--- src/rtl/pipelined_datapath.sv ---
// ---------------------------------------------------------------------------
// pipelined_datapath
//
// Three-stage pipelined datapath: operand fetch (OF), execute (EX) and
// write-back (WB). It holds its own register file, function unit and the
// B / D / R source muxes. Micro-ops are accepted through a valid/ready
// handshake, and read-after-write hazards against in-flight writes are
// resolved in OF.
//
// Optional feature (compile-time macro DP_FORWARD_EN):
//   defined   : the EX result (ALU or PC writes) and the WB Reg_in value are
//               forwarded into OF. A load in EX whose destination is read by
//               the issuing op drops in_ready for exactly one cycle.
//   undefined : no forwarding. in_ready stays low while any matching write
//               is still in EX or WB (at most two stall cycles).
//   In both builds the register file is write-through: a read of the address
//   being written by WB in the same cycle returns the new value.
//
// Ports
//   clk          rising-edge clock
//   reset        asynchronous reset, active low (0 = reset)
//   in_valid     micro-op presented on the issue inputs
//   in_ready     OF can accept; transfer when in_valid & in_ready
//   we           micro-op writes register DA
//   MuxB_sel     0: B = reg[BA], 1: B = Constant_in
//   MuxD_sel     0: D = Data_in (load), 1: D = FU result
//   MuxR_sel     0: write PC_in, 1: write D
//   Sel          FU operation code
//   AA, BA, DA   A / B source and destination register addresses
//   PC_in        PC value, captured at issue
//   Constant_in  immediate, captured at issue
//   Data_in      memory read data, valid while the op is in WB
//   Addr_out     EX-stage FU result (memory address)
//   Data_out     EX-stage reg[BA] operand (store data)
//   mem_valid    EX stage holds a valid op
//   wb_valid     WB stage holds a valid op
//   wb_addr      destination of the WB op
//   C, V, N, Z   registered flags of the op in WB
// ---------------------------------------------------------------------------
module pipelined_datapath #(
  parameter  int SIZE = 32,
  parameter  int NREG = 32,
  localparam int RW   = $clog2(NREG)
) (
  input  logic            clk,
  input  logic            reset,
  input  logic            in_valid,
  output logic            in_ready,
  input  logic            we,
  input  logic            MuxB_sel,
  input  logic            MuxD_sel,
  input  logic            MuxR_sel,
  input  logic [3:0]      Sel,
  input  logic [RW-1:0]   AA,
  input  logic [RW-1:0]   BA,
  input  logic [RW-1:0]   DA,
  input  logic [SIZE-1:0] PC_in,
  input  logic [SIZE-1:0] Constant_in,
  input  logic [SIZE-1:0] Data_in,
  output logic [SIZE-1:0] Addr_out,
  output logic [SIZE-1:0] Data_out,
  output logic            mem_valid,
  output logic            wb_valid,
  output logic [RW-1:0]   wb_addr,
  output logic            C,
  output logic            V,
  output logic            N,
  output logic            Z
);

  // -------------------------------------------------------------------------
  // Pipeline state
  // -------------------------------------------------------------------------
  // EX stage
  logic            ex_valid_q, ex_valid_d;
  logic            ex_we_q,    ex_we_d;
  logic            ex_muxd_q,  ex_muxd_d;
  logic            ex_muxr_q,  ex_muxr_d;
  logic [3:0]      ex_sel_q,   ex_sel_d;
  logic [RW-1:0]   ex_da_q,    ex_da_d;
  logic [SIZE-1:0] ex_a_q,     ex_a_d;     // A operand
  logic [SIZE-1:0] ex_b_q,     ex_b_d;     // B operand after MuxB
  logic [SIZE-1:0] ex_st_q,    ex_st_d;    // reg[BA] regardless of MuxB (store data)
  logic [SIZE-1:0] ex_pc_q,    ex_pc_d;

  // WB stage
  logic            wb_valid_q, wb_valid_d;
  logic            wb_we_q,    wb_we_d;
  logic            wb_muxd_q,  wb_muxd_d;
  logic            wb_muxr_q,  wb_muxr_d;
  logic [RW-1:0]   wb_da_q,    wb_da_d;
  logic [SIZE-1:0] wb_f_q,     wb_f_d;
  logic [SIZE-1:0] wb_pc_q,    wb_pc_d;
  logic            wb_c_q,     wb_c_d;
  logic            wb_v_q,     wb_v_d;
  logic            wb_n_q,     wb_n_d;
  logic            wb_z_q,     wb_z_d;

  // Register file
  logic [SIZE-1:0] rf_q [NREG];
  logic [SIZE-1:0] rf_d [NREG];

  // Write-back path
  logic            rf_we;
  logic [SIZE-1:0] reg_in;

  // OF-stage combinational values
  logic [SIZE-1:0] a_rd;
  logic [SIZE-1:0] b_rd;
  logic            ex_wr;
  logic            hit_ex;
  logic            stall;
  logic            accept;

  // EX-stage function unit
  logic [SIZE-1:0] fu_y;
  logic            fu_cin;
  logic [SIZE:0]   fu_sum;
  logic [SIZE-1:0] fu_f;
  logic            fu_c;
  logic            fu_v;

  // -------------------------------------------------------------------------
  // WB: result selection and register-file write
  // -------------------------------------------------------------------------
  assign rf_we  = wb_valid_q & wb_we_q;
  assign reg_in = wb_muxr_q ? (wb_muxd_q ? wb_f_q : Data_in) : wb_pc_q;

  always_comb begin
    for (int i = 0; i < NREG; i++) begin
      rf_d[i] = (rf_we && (wb_da_q == RW'(i))) ? reg_in : rf_q[i];
    end
  end

  always_ff @(posedge clk or negedge reset) begin
    if (!reset) begin
      for (int i = 0; i < NREG; i++) begin
        rf_q[i] <= '0;
      end
    end else begin
      for (int i = 0; i < NREG; i++) begin
        rf_q[i] <= rf_d[i];
      end
    end
  end

  // -------------------------------------------------------------------------
  // OF: operand read, forwarding and hazard detection
  // -------------------------------------------------------------------------
  assign ex_wr = ex_valid_q & ex_we_q;

`ifdef DP_FORWARD_EN
  // An EX op can be forwarded only if its final value is already known in
  // EX: an FU result (MuxD_sel=1) or a PC write (MuxR_sel=0). Loads are not.
  logic            ex_fwd;
  logic [SIZE-1:0] ex_res;
  assign ex_fwd = ex_wr & (ex_muxd_q | ~ex_muxr_q);
  assign ex_res = ex_muxr_q ? fu_f : ex_pc_q;
`endif

  always_comb begin
    a_rd = rf_q[AA];
    b_rd = rf_q[BA];
    // Write-through of the WB write happening this cycle.
    if (rf_we && (wb_da_q == AA)) a_rd = reg_in;
    if (rf_we && (wb_da_q == BA)) b_rd = reg_in;
`ifdef DP_FORWARD_EN
    // EX is the younger producer, so it overrides the WB value.
    if (ex_fwd && (ex_da_q == AA)) a_rd = ex_res;
    if (ex_fwd && (ex_da_q == BA)) b_rd = ex_res;
`endif
  end

  // BA only counts as a source when MuxB selects the register.
  assign hit_ex = ex_wr & ((ex_da_q == AA) | (~MuxB_sel & (ex_da_q == BA)));

`ifdef DP_FORWARD_EN
  // Only a load in EX cannot be forwarded; one cycle later it is in WB and
  // its Data_in is forwarded through Reg_in.
  assign stall = hit_ex & ex_muxr_q & ~ex_muxd_q;
`else
  logic hit_wb;
  assign hit_wb = rf_we & ((wb_da_q == AA) | (~MuxB_sel & (wb_da_q == BA)));
  assign stall  = hit_ex | hit_wb;
`endif

  assign in_ready = ~(in_valid & stall);
  assign accept   = in_valid & in_ready;

  // -------------------------------------------------------------------------
  // EX: function unit
  // Sel 0-7 are all A + Y + cin on one adder; Sel 8-F are logic/shift ops.
  // -------------------------------------------------------------------------
  always_comb begin
    fu_y   = '0;
    fu_cin = 1'b0;
    unique case (ex_sel_q[2:0])
      3'd0: begin fu_y = '0;       fu_cin = 1'b0; end  // A
      3'd1: begin fu_y = '0;       fu_cin = 1'b1; end  // A+1
      3'd2: begin fu_y = ex_b_q;   fu_cin = 1'b0; end  // A+B
      3'd3: begin fu_y = ex_b_q;   fu_cin = 1'b1; end  // A+B+1
      3'd4: begin fu_y = ~ex_b_q;  fu_cin = 1'b0; end  // A+~B
      3'd5: begin fu_y = ~ex_b_q;  fu_cin = 1'b1; end  // A-B
      3'd6: begin fu_y = '1;       fu_cin = 1'b0; end  // A-1
      3'd7: begin fu_y = '0;       fu_cin = 1'b0; end  // A
      default: begin fu_y = '0;    fu_cin = 1'b0; end
    endcase
  end

  assign fu_sum = {1'b0, ex_a_q} + {1'b0, fu_y} + {{SIZE{1'b0}}, fu_cin};

  always_comb begin
    fu_f = '0;
    fu_c = 1'b0;
    fu_v = 1'b0;
    if (!ex_sel_q[3]) begin
      fu_f = fu_sum[SIZE-1:0];
      fu_c = fu_sum[SIZE];
      // Overflow: both addends share a sign and the result sign differs.
      fu_v = (ex_a_q[SIZE-1] == fu_y[SIZE-1]) && (fu_f[SIZE-1] != ex_a_q[SIZE-1]);
    end else begin
      unique case (ex_sel_q[2:0])
        3'd0: fu_f = ex_a_q & ex_b_q;
        3'd1: fu_f = ex_a_q | ex_b_q;
        3'd2: fu_f = ex_a_q ^ ex_b_q;
        3'd3: fu_f = ~ex_a_q;
        3'd4: fu_f = ex_b_q;
        3'd5: fu_f = ex_b_q >> 1;
        3'd6: fu_f = ex_b_q << 1;
        3'd7: fu_f = '0;
        default: fu_f = '0;
      endcase
    end
  end

  // -------------------------------------------------------------------------
  // Pipeline register next-state
  // -------------------------------------------------------------------------
  always_comb begin
    // EX: load on handshake; otherwise a bubble enters with fields held.
    ex_valid_d = accept;
    ex_we_d    = ex_we_q;
    ex_muxd_d  = ex_muxd_q;
    ex_muxr_d  = ex_muxr_q;
    ex_sel_d   = ex_sel_q;
    ex_da_d    = ex_da_q;
    ex_a_d     = ex_a_q;
    ex_b_d     = ex_b_q;
    ex_st_d    = ex_st_q;
    ex_pc_d    = ex_pc_q;
    if (accept) begin
      ex_we_d   = we;
      ex_muxd_d = MuxD_sel;
      ex_muxr_d = MuxR_sel;
      ex_sel_d  = Sel;
      ex_da_d   = DA;
      ex_a_d    = a_rd;
      ex_b_d    = MuxB_sel ? Constant_in : b_rd;
      ex_st_d   = b_rd;
      ex_pc_d   = PC_in;
    end

    // WB: valid follows EX; the payload, wb_addr and flags only change when
    // a real op moves in, so they keep describing the last valid op.
    wb_valid_d = ex_valid_q;
    wb_we_d    = wb_we_q;
    wb_muxd_d  = wb_muxd_q;
    wb_muxr_d  = wb_muxr_q;
    wb_da_d    = wb_da_q;
    wb_f_d     = wb_f_q;
    wb_pc_d    = wb_pc_q;
    wb_c_d     = wb_c_q;
    wb_v_d     = wb_v_q;
    wb_n_d     = wb_n_q;
    wb_z_d     = wb_z_q;
    if (ex_valid_q) begin
      wb_we_d   = ex_we_q;
      wb_muxd_d = ex_muxd_q;
      wb_muxr_d = ex_muxr_q;
      wb_da_d   = ex_da_q;
      wb_f_d    = fu_f;
      wb_pc_d   = ex_pc_q;
      wb_c_d    = fu_c;
      wb_v_d    = fu_v;
      wb_n_d    = fu_f[SIZE-1];
      wb_z_d    = (fu_f == '0);
    end
  end

  always_ff @(posedge clk or negedge reset) begin
    if (!reset) begin
      ex_valid_q <= 1'b0;
      ex_we_q    <= 1'b0;
      ex_muxd_q  <= 1'b0;
      ex_muxr_q  <= 1'b0;
      ex_sel_q   <= '0;
      ex_da_q    <= '0;
      ex_a_q     <= '0;
      ex_b_q     <= '0;
      ex_st_q    <= '0;
      ex_pc_q    <= '0;
      wb_valid_q <= 1'b0;
      wb_we_q    <= 1'b0;
      wb_muxd_q  <= 1'b0;
      wb_muxr_q  <= 1'b0;
      wb_da_q    <= '0;
      wb_f_q     <= '0;
      wb_pc_q    <= '0;
      wb_c_q     <= 1'b0;
      wb_v_q     <= 1'b0;
      wb_n_q     <= 1'b0;
      wb_z_q     <= 1'b0;
    end else begin
      ex_valid_q <= ex_valid_d;
      ex_we_q    <= ex_we_d;
      ex_muxd_q  <= ex_muxd_d;
      ex_muxr_q  <= ex_muxr_d;
      ex_sel_q   <= ex_sel_d;
      ex_da_q    <= ex_da_d;
      ex_a_q     <= ex_a_d;
      ex_b_q     <= ex_b_d;
      ex_st_q    <= ex_st_d;
      ex_pc_q    <= ex_pc_d;
      wb_valid_q <= wb_valid_d;
      wb_we_q    <= wb_we_d;
      wb_muxd_q  <= wb_muxd_d;
      wb_muxr_q  <= wb_muxr_d;
      wb_da_q    <= wb_da_d;
      wb_f_q     <= wb_f_d;
      wb_pc_q    <= wb_pc_d;
      wb_c_q     <= wb_c_d;
      wb_v_q     <= wb_v_d;
      wb_n_q     <= wb_n_d;
      wb_z_q     <= wb_z_d;
    end
  end

  // -------------------------------------------------------------------------
  // Outputs
  // -------------------------------------------------------------------------
  // With EX cleared by reset, Sel=0 passes A=0, so Addr_out is 0 in reset.
  assign Addr_out  = fu_f;
  assign Data_out  = ex_st_q;
  assign mem_valid = ex_valid_q;
  assign wb_valid  = wb_valid_q;
  assign wb_addr   = wb_da_q;
  assign C         = wb_c_q;
  assign V         = wb_v_q;
  assign N         = wb_n_q;
  assign Z         = wb_z_q;

endmodule
--- config.mk ---
export PLATFORM = sky130hd
export DESIGN_NAME = pipelined_datapath
export DESIGN_NICKNAME = d
export VERILOG_FILES = /design/src/rtl/pipelined_datapath.sv
export SDC_FILE = /design/constraint.sdc
export NUM_CORES = 2
export LEC_CHECK = 0
export BUFFER_PORTS_ARGS = -buffer_cell sky130_fd_sc_hd__buf_2
export CORE_MARGIN = 4
export CORE_UTILIZATION = 55
export DETAILED_ROUTE_END_ITERATION = 7
export PLACE_DENSITY = 0.71
export SYNTH_ARGS = -nofsm -noshare
export SYNTH_HDL_FRONTEND = slang
export SYNTH_SLANG_ARGS = --single-unit
--- constraint.sdc ---
create_clock -name clk -period 11 [get_ports clk]
set_input_delay 0.55 -clock clk [delete_from_list [all_inputs] [get_ports clk]]
set_output_delay 0.55 -clock clk [all_outputs]
set_load 0.01 [all_outputs]
==> impl_metrics.prom <==
# TYPE chip_impl_metric gauge
chip_impl_metric{name="grt_start_max_net_pins",unit=""} 172
chip_impl_metric{name="crit_arrival",unit="ns"} 6.16
chip_impl_info{name="clock_tree.root_cell",value="clkbuf_16"} 1
chip_impl_info{name="rsz_0062_raised_after_global_routing",value="false"} 1
chip_impl_metric{name="max_slew_violation_total_from_the_final_report",unit=""} 0
chip_impl_metric{name="post_drt_wl_per_cell",unit="microns"} 28.1
chip_impl_metric{name="x_dimension_of_the_die",unit="microns"} 356
chip_impl_info{name="synth_ff_type",value="dfrtp_1"} 1
chip_impl_info{name="worst_hold_endpoint",value="ex_pc_q[13]$_DFFE_PN0P_"} 1
chip_impl_info{name="run_status",value="finished, final reports clean"} 1
chip_impl_metric{name="cts.htree.levels",unit=""} 3
chip_impl_metric{name="setup_total_negative_slack",unit="ns"} 0
chip_impl_metric{name="finalClockSkew",unit="ns"} 0.0570
chip_impl_metric{name="drc_violations_left",unit=""} 0
chip_impl_metric{name="yosys_register_bits",unit=""} 1241
chip_impl_metric{name="dr_total_vias",unit=""} 50400
chip_impl_metric{name="std_cell_rows",unit=""} 127
chip_impl_metric{name="edff_count_synth",unit=""} 0
chip_impl_info{name="critPathCaptureType",value="output port"} 1
chip_impl_info{name="worst_hold_path_type",value="in2reg"} 1
chip_impl_metric{name="hold_viol",unit=""} 0
chip_impl_metric{name="yosys_warnings",unit=""} 0
chip_impl_info{name="hold_path.startpoint",value="PC_in[13]"} 1
chip_impl_metric{name="setup_viol_count_final",unit=""} 0
chip_impl_metric{name="grt_remaining_overflow",unit=""} 0
chip_impl_metric{name="numClockSinks",unit=""} 1241
chip_impl_metric{name="multiInputGateArea",unit="sq mm"} 0.0333
chip_impl_metric{name="register_area",unit="sq mm"} 0.0311
chip_impl_metric{name="yosysSeqAreaShare",unit="%"} 46.7
chip_impl_metric{name="vias_in_the_first_global_route",unit=""} 49800
chip_impl_metric{name="layout-drive-gt1-share",unit="%"} 22.6
chip_impl_info{name="crit_type",value="reg2out"} 1
chip_impl_metric{name="post_cts_resize_count",unit=""} 0
chip_impl_metric{name="post_synth_arst_share",unit="%"} 100
chip_impl_metric{name="grt_first_pass_wirelength",unit="microns"} 320000
chip_impl_metric{name="drv.max_cap_violation_count",unit=""} 0
chip_impl_metric{name="synth_cell_types",unit=""} 76
chip_impl_metric{name="grt_antenna_before_repair",unit=""} 7
chip_impl_metric{name="achievable-frequency",unit="GHz"} 0.149
chip_impl_metric{name="post_synth_instance_area",unit="sq mm"} 0.0665
chip_impl_metric{name="timing.slew.headroom",unit="%"} 13.3
chip_impl_info{name="critical_path.top_delay_family",value="compound AO/OA/AOI/OAI gates"} 1
chip_impl_metric{name="timing.critical_path.slowest_cell_delay",unit="ns"} 0.85
chip_impl_metric{name="sum_of_net_half_perimeters_after_detailed_placement",unit="microns"} 123000
chip_impl_metric{name="die_height",unit="microns"} 356
chip_impl_metric{name="hold_depth",unit=""} 3
chip_impl_metric{name="finalPower",unit="mW"} 18.4
chip_impl_metric{name="gp_congestion",unit=""} 0.958
chip_impl_metric{name="power_density",unit="mW/mm^2"} 252
chip_impl_metric{name="finish.net_count",unit=""} 6106
chip_impl_info{name="capture_instance_of_the_worst_register_to_register_path",value="Z$_DFFE_PN0P_"} 1
chip_impl_metric{name="required",unit="ns"} 10.45
chip_impl_metric{name="detail_route.first_pass.iterations",unit=""} 7
chip_impl_metric{name="cts_made_buffers",unit=""} 121
chip_impl_info{name="critPathMostFrequentCell",value="buf_4"} 1
chip_impl_metric{name="detail_route.iter0.violations",unit=""} 6604
chip_impl_metric{name="ant_nets",unit=""} 0
chip_impl_metric{name="timing.reg2reg.setup_slack",unit="ns"} 5.19
chip_impl_metric{name="avgViaCountPerCell",unit=""} 6.63
chip_impl_metric{name="wirelength",unit="microns"} 213000
chip_impl_metric{name="peakVddDrop",unit="mV"} 0.184
chip_impl_metric{name="synthesis.nets",unit=""} 6236
chip_impl_metric{name="biggest_fanout_along_the_worst_timing_path",unit=""} 63
chip_impl_metric{name="area_growth",unit="%"} 10.0
chip_impl_metric{name="timing.reg2reg.worst_path_depth",unit=""} 17
chip_impl_metric{name="transition_at_the_pin_with_the_smallest_max_transition_slack",unit="ns"} 1.30
chip_impl_metric{name="layout.core_utilization",unit="%"} 61.0
chip_impl_metric{name="die_area",unit="sq mm"} 0.127
chip_impl_metric{name="critical_path.n_buffers_inverters",unit=""} 6
chip_impl_metric{name="fill_cells",unit=""} 9294
chip_impl_metric{name="leakage",unit="nW"} 31.8
chip_impl_metric{name="core_area",unit="sq mm"} 0.120
chip_impl_metric{name="start_util",unit="%"} 55.4
chip_impl_metric{name="post-route-period-util",unit="%"} 61.0
chip_impl_info{name="critical_path.slowest_cell",value="a2111oi_0"} 1
chip_impl_metric{name="clkLatencyLatePin",unit="ns"} 0.77
chip_impl_metric{name="grt_usage",unit="%"} 33.9
chip_impl_metric{name="cts.reportedPaths.clkPinSlew",unit="ns"} 0.06
chip_impl_info{name="cells_along_the_critical_path",value="buf_4, inv_1, buf_4, nor2_2, buf_4, a211oi_1, inv_1, fa_1, nor2b_1, o2111ai_2, a21oi_2, nor3_4, a2111oi_0, nor4_1, o31ai_1, buf_2"} 1
chip_impl_metric{name="top_level_ports",unit=""} 198
chip_impl_info{name="tritoncts",value="built"} 1
chip_impl_metric{name="synth_instances",unit=""} 6017
chip_impl_metric{name="portBuffers",unit=""} 197
chip_impl_info{name="worst_setup_path_start_kind",value="flip-flop"} 1
chip_impl_metric{name="post_synth.cell_area_avg",unit="sq um"} 11.1
chip_impl_info{name="worst_r2r_src",value="ex_sel_q[1]$_DFFE_PN0P_"} 1
chip_impl_metric{name="clock_path_buffers",unit=""} 3
chip_impl_metric{name="fin_crit_period",unit="ns"} 6.71
worst reg2reg max path: stages, from the launching register on:
cell and delay, ns:
dfrtp_2 0.34, buf_4 0.52, inv_1 0.54, buf_4 0.39, nor2_2 0.17, buf_4 0.34, a211oi_1 0.10, ha_1 0.38
nor2b_1 0.19, o2111ai_2 0.29, a21oi_2 0.14, nor3_4 0.40, a2111o_1 0.23, o211ai_2 0.13, or4_1 0.56, nor4_1 0.56
nand4b_1 0.23, o41ai_2 0.23
what timing repair did:
item,in CTS,in global routing
endpoints found under the hold margin,155,0
hold buffers,29,0
setup buffers,0,0
area by class of cell:
class | count | area share, %
repair buffers | 322 | 2.92
multi-input cells | 4111 | 45.5
diodes | 6 | 0.0205
clock buffers | 168 | 4.82
flip-flops and latches | 1241 | 42.5
well taps | 1612 | 2.76
inverters | 90 | 0.462
clock inverters | 52 | 1.06
synth_stat cells (10+ instances only):
cell type,number,area (sq um)
nand2_1,1345,5050
nand3_1,29,145
buf_1,54,203
dfrtp_1,1241,31100
clkbuf_1,461,1730
buf_2,58,290
nand4_1,14,87.6
a211oi_1,68,510
o21ai_0,1181,5910
nor3_1,18,90.1
xnor2_1,23,201
mux2_2,104,1170
a21oi_1,129,646
a31oi_1,10,62.6
a21o_1,13,97.6
mux4_2,652,14700
nor2b_1,12,75.1
o211ai_1,16,120
inv_1,89,334
nor2_1,146,548
mux2i_1,90,901
xor2_1,18,158
ha_1,95,1190
state kept, by name (all words and copies together), names as in the netlist, 4 cells and up:
| signal | cells |
|---|---|
| rf_q | 1024 |
| Data_out | 32 |
| ex_a_q | 32 |
| ex_b_q | 32 |
| ex_pc_q | 32 |
| wb_f_q | 32 |
| wb_pc_q | 32 |
| ex_da_q | 5 |
| wb_addr | 5 |
| ex_sel_q | 4 |
worst max-delay path by stage:
stage,start,end,slack (ns),depth (start not counted)
5_1_grt,ex_sel_q[1]$_DFFE_PN0P_,Addr_out[26],4.05,16
3_3_place_gp,ex_sel_q[1]$_DFFE_PN0P_,Addr_out[26],5.23,16
6_report,ex_sel_q[1]$_DFFE_PN0P_,Addr_out[26],4.29,16
3_5_place_dp,ex_sel_q[1]$_DFFE_PN0P_,Addr_out[26],5.18,16
4_1_cts,ex_sel_q[1]$_DFFE_PN0P_,Addr_out[26],4.38,16
2_1_floorplan,ex_sel_q[2]$_DFFE_PN0P_,Z$_DFFE_PN0P_,6.12,20
metrics by stage:
stage	hold WS, ns	instances	worst slack (ns)	area, sq um
global route	0.0390	7598	4.05	73200
floorplan	0.254	6017	6.12	66500
global placement	0.452	7347	5.23	68600
finish	0.0289	7602	4.29	73200
CTS	0.00107	7596	4.38	73200
detailed placement	0.458	7347	5.18	68600
layer usage:
layer	up-vias	part of all wire (%)	track usage [%]
li1	21500	-	-
met1	25400	38	47.2
met2	2954	45	51.0
met3	523	12	9.44
met4	2	4.4	13.8
met5	-	0.058	0.731
cells in the final DEF, fill, tap and decap left out, drive strengths merged, types with 90 or more instances in the layout:
| master | instances |
|---|---|
| o21ai | 1186 |
| inv | 93 |
| ha | 95 |
| buf | 293 |
| dfrtp | 1241 |
| mux2i | 90 |
| clkbuf | 168 |
| nor2 | 146 |
| mux4 | 652 |
| mux2 | 104 |
| a21oi | 136 |
| nand2 | 1345 |
where the power goes:
part	total (mW)	internal [mW]	switching, mW	leakage [nW]
Clock	4.48	2.59	1.89	2.11
Sequential	7.78	6.31	1.47	12.8
Combinational	6.16	3.00	3.16	16.8
cell families after synthesis:
logic type                 count (synthesis)  synth area share [%]
xor gates and xnor gates                  41                 0.540
and+or+nand+nor                         1608                  9.49
DFF                                     1241                  46.7
buffers and inverters                    665                  3.88
AOI/OAI and AO/OA                       1519                  12.4
muxes                                    846                  25.2
adders and majority gates                 97                  1.85
Power figures use the tool's default switching activity.
